==> config.mk <==
export PLATFORM = sky130hd
export DESIGN_NAME = dmem_arbiter
export DESIGN_NICKNAME = d
export VERILOG_FILES = /design/src/rtl/dmem_arbiter.sv
export SDC_FILE = /design/constraint.sdc
export NUM_CORES = 1
export LEC_CHECK = 0
export BUFFER_PORTS_ARGS = -buffer_cell sky130_fd_sc_hd__buf_2
export CORE_ASPECT_RATIO = 0.9
export CORE_UTILIZATION = 50
export DETAILED_ROUTE_END_ITERATION = 8
export GPL_TIMING_DRIVEN = 1
export PLACE_DENSITY = 0.89
export RECOVER_POWER = 25
export SYNTH_ARGS = -nofsm -noshare
export SYNTH_HDL_FRONTEND = slang
export SYNTH_SLANG_ARGS = --single-unit
==> constraint.sdc <==
create_clock -name clk -period 3.5 [get_ports clk]
set_clock_uncertainty 0.2 [all_clocks]
set_input_delay 0.7 -clock clk [delete_from_list [all_inputs] [get_ports clk]]
set_output_delay 0.7 -clock clk [all_outputs]
set_load 0.02 [all_outputs]
==> src/rtl/dmem_arbiter.sv <==
`default_nettype none
// ============================================================================
//  Module   : dmem_arbiter
//  Purpose  : Two-port round-robin arbiter/sequencer in front of data_memory.
//             Port 0 is the core load/store unit, port 1 is the program/data
//             loader. One transaction is in flight at a time: the winner is
//             captured in IDLE, the memory strobe is issued for one cycle,
//             read latency is waited out, and a one-cycle ack is returned.
//  Ports    : clk, reset (async assert, active-low, sync release)
//             req[1:0], we[1:0], addr0/1, wdata0/1   requester side
//             ack[1:0], rdata, busy                  completion side
//             mem_read, mem_write, mem_addr,
//             mem_wdata, mem_rdata                   memory side
//  Revision : 1.0  initial release
// ============================================================================
module dmem_arbiter #(
    parameter int ADDR_W   = 8,
    parameter int DATA_W   = 8,
    parameter int READ_LAT = 1     // 1..7
) (
    input  logic              clk,
    input  logic              reset,
    input  logic [1:0]        req,
    input  logic [1:0]        we,
    input  logic [ADDR_W-1:0] addr0,
    input  logic [ADDR_W-1:0] addr1,
    input  logic [DATA_W-1:0] wdata0,
    input  logic [DATA_W-1:0] wdata1,
    output logic [1:0]        ack,
    output logic [DATA_W-1:0] rdata,
    output logic              busy,
    output logic              mem_read,
    output logic              mem_write,
    output logic [ADDR_W-1:0] mem_addr,
    output logic [DATA_W-1:0] mem_wdata,
    input  logic [DATA_W-1:0] mem_rdata
);

    typedef enum logic [1:0] {
        S_IDLE  = 2'd0,
        S_ISSUE = 2'd1,
        S_WAIT  = 2'd2,
        S_ACK   = 2'd3
    } state_t;

    localparam logic [2:0] CNT_LOAD = 3'(READ_LAT - 1);

    // ------------------------------------------------------------------
    // Reset synchroniser: assertion is immediate, release is aligned to
    // clk through two flops so the FSM never leaves reset mid-cycle.
    // ------------------------------------------------------------------
    logic [1:0] rst_sync_q;
    logic       rst_n_int;

    always_ff @(posedge clk or negedge reset) begin
        if (!reset) begin
            rst_sync_q <= 2'b00;
        end else begin
            rst_sync_q <= {rst_sync_q[0], 1'b1};
        end
    end

    assign rst_n_int = rst_sync_q[1];

    // ------------------------------------------------------------------
    // State and datapath registers
    // ------------------------------------------------------------------
    state_t             state_q,     state_d;
    logic               gnt_q,       gnt_d;
    logic               we_q,        we_d;
    logic               rr_q,        rr_d;
    logic [2:0]         cnt_q,       cnt_d;
    logic [1:0]         ack_q,       ack_d;
    logic [DATA_W-1:0]  rdata_q,     rdata_d;
    logic               mem_read_q,  mem_read_d;
    logic               mem_write_q, mem_write_d;
    logic [ADDR_W-1:0]  mem_addr_q,  mem_addr_d;
    logic [DATA_W-1:0]  mem_wdata_q, mem_wdata_d;
    logic               gnt_sel;

    always_ff @(posedge clk or negedge rst_n_int) begin
        if (!rst_n_int) begin
            state_q     <= S_IDLE;
            gnt_q       <= 1'b0;
            we_q        <= 1'b0;
            rr_q        <= 1'b1;       // port 0 wins the first tie
            cnt_q       <= 3'd0;
            ack_q       <= 2'b00;
            rdata_q     <= '0;
            mem_read_q  <= 1'b0;
            mem_write_q <= 1'b0;
            mem_addr_q  <= '0;
            mem_wdata_q <= '0;
        end else begin
            state_q     <= state_d;
            gnt_q       <= gnt_d;
            we_q        <= we_d;
            rr_q        <= rr_d;
            cnt_q       <= cnt_d;
            ack_q       <= ack_d;
            rdata_q     <= rdata_d;
            mem_read_q  <= mem_read_d;
            mem_write_q <= mem_write_d;
            mem_addr_q  <= mem_addr_d;
            mem_wdata_q <= mem_wdata_d;
        end
    end

    // ------------------------------------------------------------------
    // Next-state logic. Strobes and ack are computed one cycle ahead so
    // that they come straight out of flops while in ISSUE / ACK.
    // ------------------------------------------------------------------
    always_comb begin
        state_d     = state_q;
        gnt_d       = gnt_q;
        we_d        = we_q;
        rr_d        = rr_q;
        cnt_d       = cnt_q;
        ack_d       = 2'b00;
        rdata_d     = rdata_q;
        mem_read_d  = 1'b0;
        mem_write_d = 1'b0;
        mem_addr_d  = mem_addr_q;
        mem_wdata_d = mem_wdata_q;
        gnt_sel     = 1'b0;

        case (state_q)
            S_IDLE: begin
                if (req != 2'b00) begin
                    // On a tie the port that did not win last time is served.
                    gnt_sel     = (req == 2'b11) ? ~rr_q : req[1];
                    gnt_d       = gnt_sel;
                    rr_d        = gnt_sel;
                    we_d        = we[gnt_sel];
                    // The captured address/data live directly in the memory
                    // output registers, which also hold them after ISSUE.
                    mem_addr_d  = gnt_sel ? addr1  : addr0;
                    mem_wdata_d = gnt_sel ? wdata1 : wdata0;
                    mem_read_d  = ~we[gnt_sel];
                    mem_write_d = we[gnt_sel];
                    state_d     = S_ISSUE;
                end
            end

            S_ISSUE: begin
                if (we_q) begin
                    ack_d   = gnt_q ? 2'b10 : 2'b01;
                    state_d = S_ACK;
                end else if (READ_LAT == 1) begin
                    rdata_d = mem_rdata;
                    ack_d   = gnt_q ? 2'b10 : 2'b01;
                    state_d = S_ACK;
                end else begin
                    cnt_d   = CNT_LOAD;
                    state_d = S_WAIT;
                end
            end

            S_WAIT: begin
                // WAIT spans READ_LAT-1 cycles; data is taken on the edge
                // that ends the last one, so ack lands READ_LAT cycles
                // after the strobe cycle.
                cnt_d = cnt_q - 3'd1;
                if (cnt_q == 3'd1) begin
                    rdata_d = mem_rdata;
                    ack_d   = gnt_q ? 2'b10 : 2'b01;
                    cnt_d   = 3'd0;
                    state_d = S_ACK;
                end
            end

            S_ACK: begin
                state_d = S_IDLE;
            end

            default: begin
                state_d = S_IDLE;
            end
        endcase
    end

    assign ack       = ack_q;
    assign rdata     = rdata_q;
    assign busy      = (state_q != S_IDLE);
    assign mem_read  = mem_read_q;
    assign mem_write = mem_write_q;
    assign mem_addr  = mem_addr_q;
    assign mem_wdata = mem_wdata_q;

endmodule
`default_nettype wire

# [After elaboration in Yosys (flattened, before gate mapping)]
# Cells that the tools add are included.
[op_classes] addsub=1 magnitude_cmp=1 n_eq_ne=8 n_mux=19 bitwise=2 reduce_logical=7
[ops] cell="2-to-1 mux 8 bit" count=4
[ops] cell="one-hot mux 8 bit (2 select lines)" count=1
[ops] cell="2-to-1 mux 2 bit" count=4
[ops] cell="one-hot mux 2 bit (4 select lines)" count=1
[ops] cell="2-to-1 mux 1 bit" count=7
[ops] cell="== test 2 bit (second input constant)" count=3
[ops] cell="!= test 2 bit (second input constant)" count=3
[ops] cell="nonzero test 2 bit" count=3
[ops] cell="one-hot mux 2 bit (2 select lines)" count=1
[ops] cell="AND reduction 2 bit" count=2
[ops] cell="== test 3 x 1 -> 1 bit (second input constant)" count=1
[ops] cell="2-to-1 mux 3 bit" count=1
[ops] cell="AND reduction 3 bit" count=1
[ops] cell="subtractor 3 x 1 -> 3 bit (second input constant)" count=1
[ops] cell="== test 2 x 1 -> 1 bit (second input constant)" count=1
[ops] cell="zero test 2 bit" count=1
[ops] cell="< comparator 1 x 2 -> 1 bit (second input constant)" count=1
[ops] cell="inverter 1 bit" count=2
[totals] regBits=38 output_inout_bits=29 elab_cells=50

# [Depth between registers and ports, before layout]
[depth] word_depth=7 ltp_mapped=6

# [Worst setup path after synthesis]
# OpenSTA, ideal clock, no wires.
[synth_timing] path_kind="register to register" from="register state_q[1]" to="register rdata_q[0], in the netlist rdata[0]" setup_ps=125 arrival_ps=1496 setup_slack_ps=1679 path_stages_with_launch=6 n_path_buf=0 period_less_slack_ps=1821 cell_sequence="dfrtp_1 > inv_1 > ha_1 > and2_1 > a211oi_4 > mux2_2"
[synth_via] elab_chain_len=3 word_cells_on_any_way=7
[synth_rtl] element="start, declared" line="68" source="state_t state_q, state_d;"
[synth_rtl] element="start signal, assigned" line="95" source="state_q <= state_d;"
[synth_rtl] element="== test 2 x 1 -> 1 bit / == test 2 bit (equally long branches)" line="127" source="case (state_q)"
[synth_rtl] element="!= test 2 bit (no source line) / nonzero test 2 bit (equally long branches)"
[synth_rtl] element="AND reduction 3 bit (no source line)"
[synth_rtl] element="end signal, assigned" line="101" source="rdata_q <= rdata_d;"
[synth_rtl] element="end, declared" line="74" source="logic [DATA_W-1:0] rdata_q, rdata_d;"
# Parallel ways exist; a longest one is shown, timed or not.
# A chain may end at the register's enable or synchronous reset.

# [Worst setup path in the final report]
[layout_timing] from="register state_q[0]" to="output port busy"
[layout_via] elab_chain_len=1
[layout_rtl] element="nonzero test 2 bit" line="184" source="assign busy = (state_q != S_IDLE);"
[layout_rtl] element="end, declared" line="31" source="output logic busy,"
# Every way passes these cells.

==> results.txt <==
- The flow ran to the end, and the final reports show no timing, DRC or antenna violations.
- The floorplan step defined a die boundary enclosing 3620 um^2.
- Number of failing hold endpoints at the final stage: 0
* HPWL after detailed placement: about 2.6 mm
- The number of global-route vias before repair is 1351.
- Summed over all layers, the routed wires come to 3.512 mm.
- Required time worst endpoint: 2.60 ns
- The number of different library cells used by synthesis comes to 30.
- Post-Syn Nets: 214
- Routed len/inst: 12.54 um
- Buffers from clock root to sink, at most: 2
- Static timing analysis puts the maximum clock frequency at 446.8 MHz.
- Kind of capture point of the worst setup path: primary output
- Worst flop-to-flop path endpoint: rdata[4]
- Flop and latch count out of synthesis: 38
- CP arrival: 1.34 ns
- Number of I/O port buffers: 74
- Remaining antenna violation count: 0
- Maximum number of pins on one net before global-route repair: 21
- H-tree level count: 2
- In the final layout, flip-flops and latches occupy 952.2 um^2.
- Net total in the final layout: 289
* Antenna fix cells: 0
* Prevailing post-synth register cell: dfrtp_1
- Slew Viols, Final: 0
- After global routing the overflow that remains totals 0.
- Sorting the synthesized cells by area gives the leading types as dfrtp_1 55%, a21oi_1 10%, mux2_2 6.0%.
- Detailed routing inserted a total of 1418 vias.
* Router iterations before antenna repair: 4
- Instance count of the mapped netlist: 162
- The die is 63.31 um wide.
- Post-CTS Setup Inserts: 0
- Layout cells sized above 1: 40.76%
- In the routed design, unresolved DRC markers number 0.
- Pwr dens: 923.0 nW/um^2
* CP Class: flip-flop to primary output
* Max-capacitance violation count: 0
* Largest area contributor in the synthesized netlist: dfrtp_1
* Post-layout minimum cycle time: 2.238 ns
- In the final timing run, aggregate negative setup slack is 0 ns.
- Final Setup Violations: 0
* Number of buffers inserted during clock tree synthesis: 5
- STA classifies the critical path startpoint as a flip-flop.
* Number of enable-type register cells in the synthesized netlist: 0
- Synthesis-to-layout area growth: 28.25%
- Measured on the finished design, the core utilization comes to 69.14%.
- Slew at the pin closest to its max-slew limit: between 0.9 and 1 ns
* Yosys warns: 0
* Critical-path maximum fanout: 6
- The multi-input combinational cells in the finished layout cover a total of 668.1 um^2.
- Number of inserted filler cells in the final layout: 254
- TritonCTS built the clock tree.
- Worst reg2reg startpoint: state_q[0]
- Core Footprint: 3138 um^2
- CTS placed an instance of clkbuf_8 at the clock tree root.
- The floorplan has 19 rows.
- Sequential-to-total area share from yosys stat: 56.29%
- The analysis attributes to cell leakage a power of 1.109 nW.
- Measured along the y axis, the die boundary spans 57.18 um.
- In the routed layout, each cell is associated on average with a via count of approximately 5.
- The worst-case IR drop observed on VDD is roughly 530 uV.
- 75 I/O pins were placed.
- Fraction of synthesized cell area taken by the top area cell type: 54.73%
- Post-synthesis instance area: between 1500 and 2000 um^2
- Measured in cells, the most critical reg-to-reg path has a length of 5.
- Routability congestion estimate: approximately 0.82
* Worst slew margin: 35.45%
- For flop-to-flop paths, the worst setup slack is 1.38 ns.
- In this run the worst hold path is classified as flip-flop to async pin.
- For this configuration, the core starts out at a cell density of 53.91%.
- In this run, the number of DRC markers left after iteration 0 of detailed routing was 85.
- After synthesis, the mean cell area works out to 10.44 um^2.
- Fraction of the cycle the final worst path needs: 63.94%
* Number of gates given a new drive strength after cts: 0
* Setup repair after global routing missed its margin: no
- After clock tree synthesis, the clock-pin slew on the worst setup and hold paths is around 0.070 ns.
- For this run, asynchronously set or reset flops after synthesis account for 100.0%.
* Insertion delay of the later-clocked pin in the worst-skew pair: around 0.28 ns
- The first global-routing pass estimated around 5.9 mm of wire.
- Clock Sinks: 38
- Initial antenna violation count: 0
- All-layer global routing usage: 21.30%
logic make-up after synthesis:
logic type,count (synthesis),synth area share [%]
adders and majority gates,6,4.438
other,1,0.2217
buffers and inverters,14,4.215
DFF,38,56.29
muxes,11,7.175
AOI/OAI and AO/OA,46,16.05
and+or+nand+nor,46,11.61
registers in the layout, summed over array words and instances, names as in the netlist:
signal	count
ack	2
cnt_q	3
gnt_q	1
mem_addr	8
mem_read	1
mem_wdata	8
mem_write	1
rdata	8
rr_q	1
rst_sync_q	2
state_q	2
we_q	1
Yosys cell counts, drive strengths merged, types with 2 or more instances:
cell / number
nor2: 23
a21oi: 35
inv: 6
mux2: 9
buf: 5
mux2i: 2
o21ai: 3
nand2: 17
ha: 6
dfrtp: 37
and2: 2
clkbuf: 3
what timing repair did:
action,4_1_cts,5_1_grt
hold buffers,1,0
endpoints found under the hold margin,2,0
setup endpoints to repair,0,0
metal layers:
| metal | part of all wire [%] | GRT usage [%] | vias to the layer above |
|---|---|---|---|
| met4 | 0.60 | 6.169 | 0 |
| met3 | 8.0 | 7.200 | 2 |
| met1 | 44 | 26.36 | 661 |
| met5 | 0 | 0 | - |
| met2 | 47 | 35.79 | 66 |
| li1 | - | - | 689 |
worst max-delay path by stage:
stage                     from  cells after the start        to
CTS                 state_q[0]                      4      busy
detailed placement  state_q[0]                      5  rdata[4]
global route        state_q[0]                      4      busy
floorplan           state_q[1]                      5  rdata[0]
finish              state_q[0]                      4      busy
global placement        req[1]                      4      we_q
power breakdown:
| part | internal, mW | switching [mW] |
|---|---|---|
| clock network | 0.159 | 0.137 |
| registers | 0.650 | 0.112 |
| logic | 0.381 | 0.564 |
| total | 1.19 | 0.813 |
worst max-delay path, cell delays in order (launching register included):
cell and delay [ns]:
dfrtp_1 0.40, inv_1 0.11, ha_1 0.28, inv_1 0.10, buf_2 0.17
cell type report:
cell class / instances / share of cell area [%]
timing repair buffer: 76 / 17.65
sequential: 38 / 43.89
inverter: 6 / 1.038
clock buffer: 7 / 3.979
tap: 42 / 2.422
multi-input combinational: 110 / 30.80
clock inverter: 1 / 0.2307
metrics by stage:
| step | worst slack, ns | std cells | instance area (um^2) | hold slack (ns) | total power [mW] |
|---|---|---|---|---|---|
| after floorplan | 1.679 | 162 | 1692 | 0.1312 | 1.443 |
| after global placement | 1.472 | 271 | 2073 | 0.1039 | 1.685 |
| after detailed placement | 1.392 | 271 | 2073 | 0.1147 | 1.720 |
| after CTS | 1.246 | 280 | 2175 | 0.1157 | 2.020 |
| after global routing | 1.159 | 280 | 2170 | 0.1574 | 2.153 |
| final | 1.262 | 280 | 2170 | 0.08304 | 2.002 |
cell usage in the layout, fill, tap and decap left out, types with 2 or more instances in the layout:
master and n:
a21oi_1 35, and2_1 2, buf_2 73, clkbuf_1 3, clkbuf_8 6, dfrtp_1 37, ha_1 6, inv_1 6
mux2_2 9, mux2i_1 2, nand2_1 17, nor2_1 23, o21ai_0 2
Power figures use the tool's default switching activity.
